===== src/rtl/uart_pkg.sv =====
// Shared types and constants for the UART receive/transmit blocks.
package uart_pkg;

    // Receiver framing states
    typedef enum logic [2:0] {
        StIdle,
        StStart,
        StData,
        StStop,
        StBreak
    } rx_state_e;

    localparam int unsigned OVERSAMPLE = 16;
    localparam int unsigned SAMPLE_A   = 7;
    localparam int unsigned SAMPLE_B   = 8;
    localparam int unsigned SAMPLE_C   = 9;
    localparam int unsigned DATA_BITS  = 8;

    // 2-of-3 vote used to reject single-sample line noise
    function automatic logic majority3(input logic a, input logic b, input logic c);
        return (a & b) | (a & c) | (b & c);
    endfunction

endpackage


===== src/rtl/uart_baud_tick.sv =====
// Oversample tick generator: counts 0..CLKS_PER_TICK-1 and pulses tick on the
// terminal count. A synchronous restart realigns the phase to an external event.
module uart_baud_tick #(
    parameter int unsigned CLKS_PER_TICK = 27
) (
    input  logic clk,
    input  logic rst_n,
    input  logic restart,
    output logic tick
);

    localparam int unsigned CntW = (CLKS_PER_TICK > 2) ? $clog2(CLKS_PER_TICK) : 1;
    localparam logic [CntW-1:0] CntMax = CntW'(CLKS_PER_TICK - 1);

    logic [CntW-1:0] cnt_q, cnt_d;

    // Terminal-count detect
    always_comb begin
        tick = (cnt_q == CntMax);
    end

    // Next count: restart wins, otherwise wrap at terminal count
    always_comb begin
        cnt_d = cnt_q + 1'b1;
        if (restart || tick) begin
            cnt_d = '0;
        end
    end

    // Counter register
    always_ff @(posedge clk or negedge rst_n) begin
        if (!rst_n) begin
            cnt_q <= '0;
        end else begin
            cnt_q <= cnt_d;
        end
    end

endmodule


===== src/rtl/uart_byte_receiver.sv =====
// 8N1 UART receiver with 16x oversampling and 3-sample majority vote.
// Good bytes appear as a one-cycle rx_valid strobe; bad stop bits set a sticky
// framing_err and the byte is dropped.
module uart_byte_receiver
    import uart_pkg::*;
#(
    parameter int unsigned CLKS_PER_TICK = 27,
    parameter int unsigned SYNC_STAGES   = 2
) (
    input  logic       clk,
    input  logic       rst_n,
    input  logic       uart_rx,
    input  logic       err_clr,
    output logic [7:0] rx_data,
    output logic       rx_valid,
    output logic       framing_err,
    output logic       busy
);

    logic [SYNC_STAGES-1:0] sync_q;
    logic                   rx_s;

    rx_state_e state_q, state_d;

    logic       tick;
    logic       restart;
    logic [3:0] s_q;
    logic       samp_a_q, samp_b_q;
    logic [3:0] bit_cnt_q;
    logic [7:0] shift_q;
    logic [7:0] rx_data_q;
    logic       rx_valid_q;
    logic       framing_err_q;

    logic decide, wrap, maj;
    logic shift_en, clr_count, load_byte, set_err;

    // Input synchroniser; resets to the idle (high) line level
    always_ff @(posedge clk or negedge rst_n) begin
        if (!rst_n) begin
            sync_q <= '1;
        end else begin
            sync_q <= {sync_q[SYNC_STAGES-2:0], uart_rx};
        end
    end

    assign rx_s = sync_q[SYNC_STAGES-1];

    uart_baud_tick #(
        .CLKS_PER_TICK(CLKS_PER_TICK)
    ) u_baud_tick (
        .clk    (clk),
        .rst_n  (rst_n),
        .restart(restart),
        .tick   (tick)
    );

    // Sample-point decode; the third vote is the live rx_s at the decision tick
    always_comb begin
        decide = tick && (s_q == 4'(SAMPLE_C));
        wrap   = tick && (s_q == 4'(OVERSAMPLE - 1));
        maj    = majority3(samp_a_q, samp_b_q, rx_s);
    end

    // FSM state register
    always_ff @(posedge clk or negedge rst_n) begin
        if (!rst_n) begin
            state_q <= StIdle;
        end else begin
            state_q <= state_d;
        end
    end

    // FSM next-state logic
    always_comb begin
        state_d = state_q;
        unique case (state_q)
            StIdle: begin
                if (!rx_s) begin
                    state_d = StStart;
                end
            end
            StStart: begin
                if (decide && maj) begin
                    state_d = StIdle;
                end else if (wrap) begin
                    state_d = StData;
                end
            end
            StData: begin
                if (wrap && (bit_cnt_q == 4'(DATA_BITS))) begin
                    state_d = StStop;
                end
            end
            StStop: begin
                // Leave at mid-stop-bit so back-to-back frames are not missed
                if (decide) begin
                    state_d = maj ? StIdle : StBreak;
                end
            end
            StBreak: begin
                if (tick && rx_s) begin
                    state_d = StIdle;
                end
            end
            default: state_d = StIdle;
        endcase
    end

    // FSM outputs and datapath controls
    always_comb begin
        busy      = (state_q != StIdle);
        // In BREAK a low line keeps resetting the counter, so exit needs a full high tick
        restart   = ((state_q == StIdle) || (state_q == StBreak)) && !rx_s;
        clr_count = (state_q == StStart) && wrap;
        shift_en  = (state_q == StData) && decide;
        load_byte = (state_q == StStop) && decide && maj;
        set_err   = (state_q == StStop) && decide && !maj;
    end

    // Sample index and majority sample capture
    always_ff @(posedge clk or negedge rst_n) begin
        if (!rst_n) begin
            s_q      <= '0;
            samp_a_q <= 1'b1;
            samp_b_q <= 1'b1;
        end else begin
            if (state_q == StIdle) begin
                s_q <= '0;
            end else if (tick) begin
                s_q <= s_q + 4'd1;
            end
            if (tick && (s_q == 4'(SAMPLE_A))) begin
                samp_a_q <= rx_s;
            end
            if (tick && (s_q == 4'(SAMPLE_B))) begin
                samp_b_q <= rx_s;
            end
        end
    end

    // Bit counter and LSB-first shift register
    always_ff @(posedge clk or negedge rst_n) begin
        if (!rst_n) begin
            bit_cnt_q <= '0;
            shift_q   <= '0;
        end else begin
            if (clr_count) begin
                bit_cnt_q <= '0;
            end else if (shift_en) begin
                bit_cnt_q <= bit_cnt_q + 4'd1;
            end
            if (shift_en) begin
                shift_q <= {maj, shift_q[7:1]};
            end
        end
    end

    // Output byte, strobe and sticky error; set beats clear
    always_ff @(posedge clk or negedge rst_n) begin
        if (!rst_n) begin
            rx_data_q     <= '0;
            rx_valid_q    <= 1'b0;
            framing_err_q <= 1'b0;
        end else begin
            rx_valid_q <= load_byte;
            if (load_byte) begin
                rx_data_q <= shift_q;
            end
            if (set_err) begin
                framing_err_q <= 1'b1;
            end else if (err_clr) begin
                framing_err_q <= 1'b0;
            end
        end
    end

    assign rx_data     = rx_data_q;
    assign rx_valid    = rx_valid_q;
    assign framing_err = framing_err_q;

endmodule

===== config.mk =====
export PLATFORM = sky130hd
export DESIGN_NAME = uart_byte_receiver
export DESIGN_NICKNAME = d
export VERILOG_FILES = /design/src/rtl/uart_pkg.sv /design/src/rtl/uart_baud_tick.sv /design/src/rtl/uart_byte_receiver.sv
export SDC_FILE = /design/constraint.sdc
export NUM_CORES = 1
export LEC_CHECK = 0
export BUFFER_PORTS_ARGS = -buffer_cell sky130_fd_sc_hd__buf_2
export CAP_MARGIN = 5
export CORE_ASPECT_RATIO = 0.9
export CORE_UTILIZATION = 30
export CTS_CLUSTER_SIZE = 12
export DETAILED_ROUTE_END_ITERATION = 10
export PLACE_DENSITY = 0.49
export SETUP_SLACK_MARGIN = 0.15
export SLEW_MARGIN = 20
export SYNTH_ARGS = -nofsm -noshare
export SYNTH_HDL_FRONTEND = slang
export SYNTH_SLANG_ARGS = --single-unit
export TNS_END_PERCENT = 30

===== constraint.sdc =====
create_clock -name clk -period 1.55 [get_ports clk]
set_input_delay 0.0775 -clock clk [delete_from_list [all_inputs] [get_ports clk]]
set_output_delay 0.0775 -clock clk [all_outputs]
set_load 0.1 [all_outputs]

; Word-level counts from Yosys, hierarchy flattened
; Index checks and enable logic that the tools add are counted.
[classes]
muxes = 15
n_addsub = 3
eq_ne = 15
bitwise = 5
n_reduce_logical = 23
[ops]
columns = cell, count
row1 = 2-to-1 mux 3 bit, 7
row2 = equality test 4 bit (second input constant), 4
row3 = 2-to-1 mux 4 bit, 4
row4 = case mux 3 bit (5 select lines), 1
row5 = logical AND 1 bit, 13
row6 = adder 4 x 1 -> 4 bit (second input constant), 2
row7 = inequality test 2 bit (second input constant), 4
row8 = equality test 3 x 2 -> 1 bit (second input constant), 2
row9 = nonzero test 2 bit, 3
row10 = adder 5 x 1 -> 5 bit (second input constant), 1
row11 = equality test 5 bit (second input constant), 1
row12 = 2-to-1 mux 5 bit, 1
row13 = AND reduction 5 bit, 1
row14 = equality test 4 x 3 -> 1 bit (second input constant), 1
row15 = AND 1 bit, 3
row16 = equality test 3 x 1 -> 1 bit (second input constant), 1
row17 = equality test 3 bit (second input constant), 1
row18 = logical NOT 3 bit, 1
row19 = inequality test 3 bit (second input constant), 1
row20 = nonzero test 3 bit, 1
row21 = logical NOT 1 bit, 2
row22 = logical OR 1 bit, 2
row23 = 2-to-1 mux 1 bit, 2
row24 = bitwise OR 1 bit, 2
[word_totals]
inputBits = 4
out_inout_bits = 11
ff_bits = 38
word_cells = 72

; Depth between registers and ports, before layout
; Gate-level depths: netlist of the first run.
[depth]
ltp_word = 6
depth_mapped = 7
depth_no_buf = 6

; Modules after synthesis
; From an unflattened synthesis of the first run, not the netlist that was laid out.
[unflattened]
cells_unflattened = 140
area_unflattened_um2 = 1775.5
[by_module_without_submodules]
columns = module, cells_per_inst, instances, area_per_inst_um2, seq_area_each_um2
row1 = uart_byte_receiver, 118, 1, 1491.4, 830.8
row2 = uart_baud_tick, 22, 1, 284.0, 125.1

; Least setup slack after synthesis of the first run
; OpenSTA, ideal clock, no wires.
[synth_timing]
path_kind = register to register
startpoint = reg u_baud_tick.cnt_q[0]
endpoint = reg rx_data_q[0] (netlist: rx_data[0])
stages_incl_launch_ff = 7
path_slack_ns = -0.147
n_path_buf = 0
period_less_slack_ns = 1.697
arrival_ns = 1.571
required_ns = 1.425
setup_time_ns = 0.125
cell_sequence = dfrtp_1 > inv_1 > ha_1 > and4b_2 > nand4_1 > nor2_4 > mux2_2
[synth_between]
elab_chain_cells = 4
[synth_rtl]
columns = element, line
row1 = start: declaration, uart_baud_tick.sv:15  ; logic [CntW-1:0] cnt_q, cnt_d;
row2 = start signal: assignment, uart_baud_tick.sv:35  ; cnt_q <= cnt_d;
row3 = equality test 5 bit, uart_baud_tick.sv:19  ; tick = (cnt_q == CntMax);
row4 = logical AND 1 bit, uart_byte_receiver.sv:60  ; decide = tick && (s_q == 4'(SAMPLE_C));
row5 = logical AND 1 bit (2 in a row), uart_byte_receiver.sv:117  ; load_byte = (state_q == StStop) && decide && maj;
row6 = via load_byte, uart_byte_receiver.sv:36  ; logic shift_en, clr_count, load_byte, set_err;
row7 = end signal: assignment, uart_byte_receiver.sv:168  ; rx_data_q <= shift_q;
row8 = end: declaration, uart_byte_receiver.sv:31  ; logic [7:0] rx_data_q;
; The timed path passes the listed nets, and every way through them passes these cells.
; A chain may end at the register's enable or synchronous reset.

; Final worst setup path of the first run
; Ends and elaborated chain as after synthesis.

==> summary.md, run 1 <==
| Metric | Value |
|---|---|
| Distinct cells, synth | `33` |
| Core Region | `0.00541 mm^2` |
| Reg2Reg Launch Point | `u_baud_tick.cnt_q[0]` |
| Final setup vio count | `21` |
| Clk_lat worst skew | `0.28 ns` |
| Residual DRC count | `0` |
| Die Width | `82.3 um` |
| Hold path endpoint | `sync_q[1]` |
| Vias | `1,247` |
| Fin worst setup slack | `-0.222 ns` |
| Pleak | `1.12 nW` |
| RSZ-0062 raised after global routing | `true` |
| Worst Path Max Fanout | `5` |
| Max_cap viols | `0` |
| Clk slew on worst S/H paths | `0.08 ns` |
| IO Count | `15` |
| FF-to-FF End | `rx_data[0]` |
| F_max | `0.564 GHz` |
| Initial drt markers | `79` |
| Crit end category | `flop` |
| Met2 GRT Util | `21.9%` |
| # port buffers | `14` |
| Synth area leaders | `dfrtp_1 (49%), mux2_2 (12%), dfstp_2 (6.0%)` |
| Async S/R FF share, synth | `100%` |
| Fill cells | `503` |
| Slew of the pin with the lowest slew margin | `0.495 ns` |
| Yosys warnings | `0` |
| CTS tree | `yes` |
| Routability Congestion | `0.813` |
| Avg Cell Area, Syn | `12.1 um^2` |
| Largest net degree at the start of global routing | `39` |
| Critical Path RT | `1.72 ns` |
| Layout Skew | `0.00173 ns` |
| Drt pass-1 iters | `4` |
| Synth Cell Area | `0.00174 mm^2` |
| Status | `finished, violations left` |
| Max stage delay cell, worst path | `dfrtp_1` |
| Max Buffers Root-to-Sink | `2` |
| Routed Antenna Nets | `0` |
| Global route overflow | `0` |
| CTS Root Cell | `clkbuf_8` |
| GRT Total Usage | `13.7%` |
| Final wirelength | `3710 um` |
| Finished Layout Cells | `263` |
| Commonest cells in the netlist | `dfrtp_1 (34), mux2_2 (18), nor2_1 (12)` |
| Met1 capacity usage during global routing | `18.6%` |
| Sink Count | `38` |
| Global-route wire length before repair | `6200 um` |
| Chain of cells forming the critical path | `inv_1 > ha_2 > and4b_2 > nand4_1 > nor2_4 > buf_6 > mux2_4` |
| Post-synth top flop | `dfrtp_1` |
| Count of pins over their slew limit | `0` |
| # H-tree levels | `2` |
| Top cell type's share of synthesized area | `48.8%` |
| Synthesized Nets | `155` |
| VDD IR max | `0.000667 V` |
| Wire length per cell | `14.1 um` |
| Area grow syn2layout | `35.0%` |
| Cell count of the worst hold path | `0` |
| Post-layout net count | `206` |
| Worst EP arrival | `1.94 ns` |
| CP Class | `reg2reg` |
| Count leader, synth | `dfrtp_1` |
| Register area share after synthesis | `54.8%` |
| Final Hold Viols | `0` |
| Share of cells above drive strength 1 | `47.4%` |
| Die H | `74.3 um` |
| Grt peak-use layer | `met2` |
| Hold wc startpoint | `sync_q[0]` |
| CTS Buf Count | `5` |
| #FFs+latches synth | `38` |
| Initial antenna violation count | `0` |
| Cells after DPL | `246` |
| Fin crit share | `114%` |
| N_diodes | `0` |
| Reg2Reg Depth | `7` |
| HPWL Detailed | `2610 um` |
| Post-synth EDFFs | `0` |
| Max-slew headroom | `67.0%` |
| Post-synth top area cell | `dfrtp_1` |
| Crit start category | `flop` |
| Failing checks | `negative setup slack` |
| Via density | `4.74` |
| Pwr/cell area | `738 mW/mm^2` |
| Hold Path Class | `reg2reg` |
| Hold WS | `0.358 ns` |
| Met3 Use GR | `2.94%` |
| Die area | `0.00612 mm^2` |
| Crit-path max cell delay | `0.39 ns` |
| Row count | `25` |
| Synthesized instance count | `144` |
| FF-to-FF setup slack | `-0.22 ns` |
| Initial Utilization | `32.2%` |
| Fin crit period | `1.77 ns` |
| Vias in the first global route | `1,295` |
==> sequential cells by signal (all words and copies together), names as in the netlist, 2 cells and up <==
register	flops
bit_cnt_q	4
rx_data	8
s_q	4
shift_q	8
state_q	3
sync_q	2
u_baud_tick.cnt_q	5
==> report_power, final <==
part / switching (W) / leakage, nW / internal, W
clock network: 0.000348 / 0.0472 / 0.000358
registers: 0.00000103 / 0.490 / 0.000996
logic: 0.0000235 / 0.580 / 0.0000113
total: 0.000373 / 1.12 / 0.00136
==> metrics by stage <==
stage | utilization [%] | TNS, ns | setup WS [ns] | area (um^2) | power [W]
after floorplan | - | -2.18 | -0.147 | 1740 | 0.00102
after global placement | 38.1 | -3.01 | -0.209 | 2060 | 0.00104
after detailed placement | 38.1 | -3.69 | -0.264 | 2060 | 0.00105
after CTS | 42.3 | -3.20 | -0.207 | 2290 | 0.00176
after global routing | 43.5 | -4.68 | -0.281 | 2350 | 0.00181
final | 43.5 | -3.56 | -0.222 | 2350 | 0.00174
==> cells by family (layout without fill, tap and decap cells) <==
family	count (synthesis)	count (layout)	synth area share [%]
simple gates	48	48	15.9
fa+ha+maj	8	8	5.60
buf+inv	13	65	4.09
flops	38	38	54.8
mux	19	19	12.2
xor+xnor	6	6	3.02
compound gates	12	12	4.31
==> area by class of cell <==
class | instances | area, um^2 | area share, %
inverter | 9 | 33.8 | 1.44
clock inverter | 2 | 12.5 | 0.532
timing repair buffer | 48 | 383 | 16.3
tap | 67 | 83.8 | 3.56
sequential | 38 | 957 | 40.7
clock buffer | 6 | 82.6 | 3.51
multi-input combinational | 93 | 800 | 34.0
==> worst max path at each step <==
| stage | slack (ns) | start | endpoint | cells after the start |
|---|---|---|---|---|
| 4_1_cts | -0.21 | u_baud_tick.cnt_q[0] | rx_data[0] | 7 |
| 3_5_place_dp | -0.26 | u_baud_tick.cnt_q[0] | rx_data[0] | 6 |
| 6_report | -0.22 | u_baud_tick.cnt_q[0] | rx_data[0] | 7 |
| 5_1_grt | -0.28 | u_baud_tick.cnt_q[0] | rx_data[0] | 7 |
| 3_3_place_gp | -0.21 | u_baud_tick.cnt_q[0] | rx_data[6] | 6 |
| 2_1_floorplan | -0.15 | u_baud_tick.cnt_q[0] | rx_data[0] | 6 |
==> cells in the final DEF, fill, tap and decap left out, types with 2 or more instances in the layout <==
cell type      synthesis  final
mux2_2                18     10
buf_6                  2      6
or3_1                  2      2
buf_2                  0     13
nand3_1                6      4
nand4b_1               3      3
buf_12                 0      2
mux2_4                 0      8
nand4_1                4      4
nand3_2                0      2
ha_1                   7      3
nand2_1                9      9
nor2_1                12     12
clkbuf_8               0      6
ha_2                   0      4
dfstp_2                4      4
and3b_1                3      3
dfrtp_1               34     33
dlygate4sd3_1          0      3
inv_1                  9      8
xnor2_1                2      2
a21oi_1                4      2
xor2_1                 4      4
a21oi_2                0      2
buf_4                  2     24
==> critical path, delay by kind of cell (launching register included) <==
family | cells | cell delay (ns)
flip-flops | 1 | 0.39
AND/OR/NAND/NOR | 3 | 0.59
adder cells (fa/ha/maj) | 1 | 0.17
multiplexers | 1 | 0.30
buffers and inverters | 2 | 0.22
==> timing repair <==
action / 4_1_cts / 5_1_grt
endpoints found under the hold margin: 36 / 0
resized for setup: 23 / 14
endpoints found under the setup margin: 33 / 35
hold buffers: 3 / 0
pin swaps: 7 / 13
buffers inserted: 4 / 2
==> routing by layer <==
metal | vias to the layer above | wire, um
li1 | 603 | -
met5 | - | 0
met4 | 0 | 19
met2 | 8 | 1820
met3 | 2 | 65
met1 | 634 | 1810
Power figures use the tool's default switching activity.
==> inputs of run 2 (changes only) <==
ABC_AREA = 1   (was unset)
==> summary.md, run 2 <==
| Metric | Value |
|---|---|
| Global route overflow | `0 (unchanged)` |
| Fin crit share | `93.0% (-21 points)` |
| CP Class | `reg2reg` |
| Utilization after layout | `41.8% (-1.7 points)` |
| Flop pwr share | `48.5% (-8.9 points)` |
| CTS Buf Count | `5 (unchanged)` |
| Sink Count | `38 (unchanged)` |
| Final Instance Area | `0.00244 mm^2 (+3.9%)` |
| Initial antenna violation count | `0 (unchanged)` |
| GRT Total Usage | `12.7% (-1.0 points)` |
| Max Buffers Root-to-Sink | `2 (unchanged)` |
| CTS Root Cell | `clkbuf_8` |
| Clock share of power | `49.6% (+9.0 points)` |
| Final Hold Viols | `0 (unchanged)` |
| N_diodes | `0 (unchanged)` |
| Crit start category | `flop` |
| Routed Antenna Nets | `0 (unchanged)` |
| Die area | `0.00657 mm^2 (+7.3%)` |
| Worst Path Max Fanout | `8 (+3)` |
| Switch Pwr | `0.000399 W (+7.0%)` |
| Max_cap viols | `0 (unchanged)` |
| Power Internal | `0.00166 W (+21%)` |
| Share of cells above drive strength 1 | `41.5% (-6.0 points)` |
| Fill cells | `593 (+18%)` |
| Yosys warnings | `0 (unchanged)` |
| Post-synth top area cell | `dfrtp_1` |
| Max-slew headroom | `67.9% (+0.90 points)` |
| Cells after DPL | `291 (+18%)` |
| Vias in the first global route | `1,326 (+2.4%)` |
| Residual DRC count | `0 (unchanged)` |
| Distinct cells, synth | `26 (-21%)` |
| Chain of cells forming the critical path | `inv_2 > ha_4 > nand3_4 > nor2_8 > nand2_8 > buf_8 > nand2_2 > o21ai_2` |
| #FFs+latches synth | `38 (unchanged)` |
| Post-layout net count | `244 (+18%)` |
| Initial Utilization | `32.0% (-0.20 points)` |
| Area grow syn2layout | `30.4%` |
| Crit end category | `flop` |
| # H-tree levels | `2 (unchanged)` |
| Avg Cell Area, Syn | `9.32 um^2 (-23%)` |
| Final setup vio count | `0 (-100%)` |
| Fin crit period | `1.44 ns (-0.330 ns)` |
| Clk slew on worst S/H paths | `0.08 ns (about the same)` |
| Crit-path max cell delay | `0.41 ns (+0.02 ns)` |
| Final wirelength | `3730 um (+0.65%)` |
| Status | `finished clean` |
| CP delay by family, top | `simple AND/OR/NAND/NOR gates` |
| Top cell type's share of synthesized area | `45.4% (-3.4 points)` |
| Count leader, synth | `nand2_1` |
| Synthesized instance count | `201 (+40%)` |
| Largest net degree at the start of global routing | `22 (-44%)` |
| IO Count | `15 (unchanged)` |
| RSZ-0062 raised after global routing | `true` |
| CTS tree | `yes` |
| Most common cell after layout, fill and taps aside | `dfrtp_1` |
| F_max | `0.694 GHz (+23%)` |
| Synthesized Nets | `212 (+37%)` |
| Async S/R FF share, synth | `100% (unchanged)` |
| Clk_lat worst skew | `0.29 ns (about the same)` |
| Finished Layout Cells | `304 (+16%)` |
| Max stage delay cell, worst path | `dfrtp_1` |
| Slew of the pin with the lowest slew margin | `0.485 ns (-0.0101 ns)` |
| Pleak | `1.15 nW (+2.8%)` |
| HPWL Detailed | `2570 um (-1.3%)` |
| # port buffers | `14 (unchanged)` |
| Synth Cell Area | `0.00187 mm^2 (+7.5%)` |
| Count of pins over their slew limit | `0 (unchanged)` |
| Row count | `26 (+4.0%)` |
| Hold Path Class | `in2async` |
| VDD IR max | `0.000346 V (-48%)` |
| Hold WS | `0.262 ns (-0.0952 ns)` |
| Power share of the combinational group | `1.9% (about the same)` |
| Core Region | `0.00586 mm^2 (+8.2%)` |
| Area of the multi-input gates | `921 um^2 (+15%)` |
| Synth area leaders | `dfrtp_1 (45%), nand2_1 (7.6%), o21ai_2 (6.5%)` |
| Drt pass-1 iters | `4 (unchanged)` |
| Global-route wire length before repair | `6390 um (+3.1%)` |
| Pwr/cell area | `840 mW/mm^2 (+14%)` |
| Sw Ratio | `19.4% (-2.0 points)` |
| FF-to-FF setup slack | `0.11 ns (+0.33 ns)` |
| Initial drt markers | `51 (-35%)` |
| Layout Skew | `0.00817 ns (+0.00644 ns)` |
| Register area share after synthesis | `51.0% (-3.8 points)` |
| Critical path buffer and inverter count | `2 (unchanged)` |
| Via density | `4.46 (-5.9%)` |
| Routability Congestion | `0.754 (-7.2%)` |
| Vias | `1,357 (+8.8%)` |
| Die Width | `85.3 um (+3.6%)` |
| Post-synth EDFFs | `0 (unchanged)` |
| Commonest cells after routing, fill and taps aside | `dfrtp_1 (33), nand2_1 (24), inv_1 (23)` |
| Die H | `77.0 um (+3.6%)` |
| Post-synth top flop | `dfrtp_1` |
| Worst EP arrival | `1.63 ns (-0.31 ns)` |
| Placed inst area | `0.00210 mm^2 (+1.8%)` |
| Commonest cells in the netlist | `nand2_1 (38), dfrtp_1 (34), inv_1 (29)` |
| Register area | `957 um^2 (unchanged)` |
| Wire length per cell | `12.3 um (-13%)` |
| Critical Path RT | `1.74 ns (+0.02 ns)` |
## run 2: cell count changes after synthesis, moves of 3 or more
cell      previous run  this run
and3b_1              3         0
xor2_1               4         1
nand2_1              9        38
o21ai_0              3        12
mux2_2              18         0
a21oi_1              4         7
inv_1                9        29
o21ai_2              0        14
nand3_1              6        13
inv_2                0         3
nor2_1              12        15
nand4b_1             3         0
nand2_2              0         3
## run 2: cells by family after synthesis
family | after synthesis | share of synthesized area (%)
AND/OR/NAND/NOR | 85 | 23.5
flip-flops | 38 | 51.0
AO/OA/AOI/OAI | 35 | 12.3
buffers and inverters | 34 | 7.61
adder cells (fa/ha/maj) | 7 | 4.67
XOR/XNOR | 2 | 0.935
## run 2: per-layer routing
| metal | share of wire [%] | global-route usage (%) |
|---|---|---|
| met3 | 2.0 | 3.23 |
| met1 | 52 | 17.7 |
| met4 | 1.5 | 4.50 |
| met5 | 0 | 0 |
| met2 | 45 | 19.0 |
## run 2: final cells by class
| class | count | share of cell area [%] |
|---|---|---|
| flip-flops and latches | 38 | 39.2 |
| multi-input cells | 130 | 37.7 |
| repair buffers | 26 | 8.60 |
| inverters | 32 | 5.37 |
| well taps | 70 | 3.58 |
| clock buffers | 5 | 2.81 |
| clock inverters | 3 | 2.81 |
## run 2: path summary, 6_finish.rpt
kind | startpoint | cells past startpoint | to
max | s_q[1] | 8 | shift_q[3]
min in group clk | sync_q[0] | 0 | sync_q[1]
min | rst_n | 2 | state_q[1]
max in group asynchronous | rst_n | 3 | sync_q[0]
min reg2reg | sync_q[0] | 0 | sync_q[1]
max reg2reg | s_q[1] | 8 | shift_q[3]
## run 2: timing repair
item | in CTS | in global routing
hold endpoints to repair | 16 | 0
endpoints found under the setup margin | 26 | 32
pin swaps | 4 | 12
buffers inserted | 1 | 0
resized for setup | 19 | 30
hold buffers | 3 | 0
gates cloned | 1 | 0
## run 2: metrics by stage
step | total power (W) | setup TNS [ns] | worst slack, ns
after global placement | 0.00105 | 0 | 0.0598
after CTS | 0.00209 | 0 | 0.0312
after detailed placement | 0.00105 | -0.00783 | -0.00601
after global routing | 0.00214 | 0 | 0.00732
after floorplan | 0.00102 | 0 | 0.0817
final | 0.00205 | 0 | 0.109
## run 2: power by group through the flow
stage | Sequential, W | Combinational (W) | Clock (W)
after global placement | 0.00102 | 0.0000351 | 0
after CTS | 0.000997 | 0.0000409 | 0.00105
final | 0.000997 | 0.0000384 | 0.00102
after floorplan | 0.00102 | 0.000000711 | 0
after detailed placement | 0.00102 | 0.0000349 | 0
after global routing | 0.000997 | 0.0000446 | 0.00110
==> inputs of run 3 (changes only) <==
==> constraint.sdc (replaced) <==
create_clock -name clk -period 1.55 [get_ports clk]
set_input_delay 0.31 -clock clk [delete_from_list [all_inputs] [get_ports clk]]
set_output_delay 0.31 -clock clk [all_outputs]
set_load 0.1 [all_outputs]
==> summary.md, run 3 (synthesized netlist as in run 2, its figures left out) <==
| Metric | Value |
|---|---|
| Status | `finished, violations left` |
| Failing checks | `negative setup slack` |
| VDD IR max | `0.000345 V (-0.30%)` |
| Largest net degree at the start of global routing | `22 (unchanged)` |
| Max stage delay cell, worst path | `dfrtp_1` |
| Vias | `1,413 (+4.1%)` |
| Die H | `77.0 um (unchanged)` |
| Core Region | `0.00586 mm^2 (unchanged)` |
| # port buffers | `14 (unchanged)` |
| Wire length per cell | `11.8 um (-3.6%)` |
| HPWL Detailed | `2510 um (-2.6%)` |
| Pwr/cell area | `693 mW/mm^2 (-17%)` |
| Worst EP arrival | `1.25 ns (-0.38 ns)` |
| Layout Skew | `0.00413 ns (-0.00404 ns)` |
| Final wirelength | `3670 um (-1.7%)` |
| Drt pass-1 iters | `4 (unchanged)` |
| CTS tree | `yes` |
| CP delay by family, top | `flip-flops` |
| Clk_lat worst skew | `0.29 ns (about the same)` |
| CTS Root Cell | `clkbuf_8` |
| Max_cap viols | `0 (unchanged)` |
| Post-layout net count | `250 (+2.5%)` |
| N_diodes | `0 (unchanged)` |
| Sink Count | `38 (unchanged)` |
| CP Class | `reg2out` |
| Slew of the pin with the lowest slew margin | `0.483 ns (-0.00172 ns)` |
| Max-slew headroom | `68.0% (+0.11 points)` |
| Global-route wire length before repair | `6370 um (-0.33%)` |
| Critical path buffer and inverter count | `3 (+1)` |
| Routability Congestion | `0.750 (-0.50%)` |
| Pleak | `1.16 nW (+0.91%)` |
| Area grow syn2layout | `33.7%` |
| Crit end category | `output pin` |
| Fin crit period | `1.56 ns (+0.121 ns)` |
| Row count | `26 (unchanged)` |
| # H-tree levels | `2 (unchanged)` |
| Crit start category | `flop` |
| Hold Path Class | `in2reg` |
| IO Count | `15 (unchanged)` |
| Fin crit share | `101% (+7.8 points)` |
| Worst Path Max Fanout | `2 (-6)` |
| Chain of cells forming the critical path | `inv_2 > nand2_4 > nor2_4 > clkinvlp_4 > buf_12` |
| GRT Total Usage | `12.6% (-0.069 points)` |
| Die Width | `85.3 um (unchanged)` |
| Placed inst area | `0.00210 mm^2 (+0.36%)` |
| Final Hold Viols | `0 (unchanged)` |
| Max Buffers Root-to-Sink | `2 (unchanged)` |
| Initial antenna violation count | `0 (unchanged)` |
| Die area | `0.00657 mm^2 (unchanged)` |
| Initial drt markers | `39 (-24%)` |
| Residual DRC count | `0 (unchanged)` |
| Clk slew on worst S/H paths | `0.07 ns (about the same)` |
| Global route overflow | `0 (unchanged)` |
| Via density | `4.56 (+2.1%)` |
| Share of cells above drive strength 1 | `46.7% (+5.2 points)` |
| Fill cells | `599 (+1.0%)` |
| Commonest cells after routing, fill and taps aside | `dfrtp_1 (33), inv_1 (22), nand2_1 (21)` |
| Critical Path RT | `1.24 ns (-0.50 ns)` |
| Crit-path max cell delay | `0.39 ns (-0.02 ns)` |
| Final setup vio count | `1 (+1)` |
| Setup TNS | `-0.0120 ns (-0.0120 ns)` |
| Final Instance Area | `0.00251 mm^2 (+2.5%)` |
| Most common cell after layout, fill and taps aside | `dfrtp_1` |
| RSZ-0062 raised after global routing | `true` |
| Fin worst setup slack | `-0.0120 ns (-0.121 ns)` |
| F_max | `0.640 GHz (-7.7%)` |
| CTS Buf Count | `5 (unchanged)` |
| Initial Utilization | `32.0% (unchanged)` |
| Vias in the first global route | `1,356 (+2.3%)` |
| Count of pins over their slew limit | `0 (unchanged)` |
| Routed Antenna Nets | `0 (unchanged)` |
## run 3: cell types whose count changed in the layout (fill, tap and decap cells not counted), moves of 2 or more
cell	delta
buf_2	-9
buf_4	+13
bufinv_16	-2
clkbuf_4	+3
dlygate4sd3_1	-2
nand2_1	-3
nand2_4	+3
nand3_1	-2
nand3_2	+2
o21ai_0	-3
o21ai_1	+3
## run 3: cell type report
type | count | area (um^2) | share of cell area, %
multi-input combinational | 130 | 960 | 38.3
sequential | 38 | 957 | 38.2
timing repair buffer | 32 | 277 | 11.0
inverter | 32 | 134 | 5.34
tap | 70 | 87.6 | 3.49
clock buffer | 7 | 86.3 | 3.44
clock inverter | 1 | 5.00 | 0.200
## run 3: worst reg2reg max path, cell delays in order (launching register included)
cell	delay (ns)
dfrtp_1	0.39
inv_2	0.07
ha_4	0.13
nand2_4	0.06
inv_4	0.07
nand2_4	0.06
nor2_8	0.20
nand2_8	0.12
buf_8	0.17
nand2_2	0.06
o21ai_2	0.05
## run 3: power by group
part / switching (W) / internal [W]
clock network: 0.000348 / 0.000359
registers: 0.00000125 / 0.000996
logic: 0.0000230 / 0.0000112
## run 3: layer usage
metal / part of all wire, % / up-vias / GRT usage, %
li1: - / 724 / -
met1: 50 / 663 / 18.1
met2: 46 / 19 / 17.6
met3: 2.7 / 7 / 3.12
met4: 1.9 / 0 / 6.00
met5: 0 / - / 0
## run 3: worst paths after layout
check	start	end	slack, ns	cells past startpoint
hold / removal	uart_rx	sync_q[0]	0.11	1
setup / recovery	state_q[2]	busy	-0.01	5
max in group asynchronous	rst_n	sync_q[0]	0.53	3
setup reg to reg	u_baud_tick.cnt_q[0]	shift_q[0]	0.07	10
min in group asynchronous	rst_n	u_baud_tick.cnt_q[4]	0.49	2
hold reg to reg	sync_q[0]	sync_q[1]	0.36	0
## run 3: timing repair
item,CTS,global route
pin swaps,16,14
endpoints found under the hold margin,14,0
gates cloned,1,0
endpoints found under the setup margin,27,35
buffers inserted,6,2
resized for setup,37,37
hold buffers,1,0
## run 3: through the flow
step                total power [W]  utilization, %  hold slack [ns]  setup slack (ns)  instances
floorplan                   0.00102               -           0.0144            0.0817        201
global placement            0.00105            35.9            0.283            0.0615        292
detailed placement          0.00105            35.9            0.279            0.0217        292
CTS                         0.00177            40.5            0.100           -0.0266        308
global route                0.00182            42.8           0.0931           -0.0751        310
finish                      0.00174            42.8            0.113           -0.0120        310
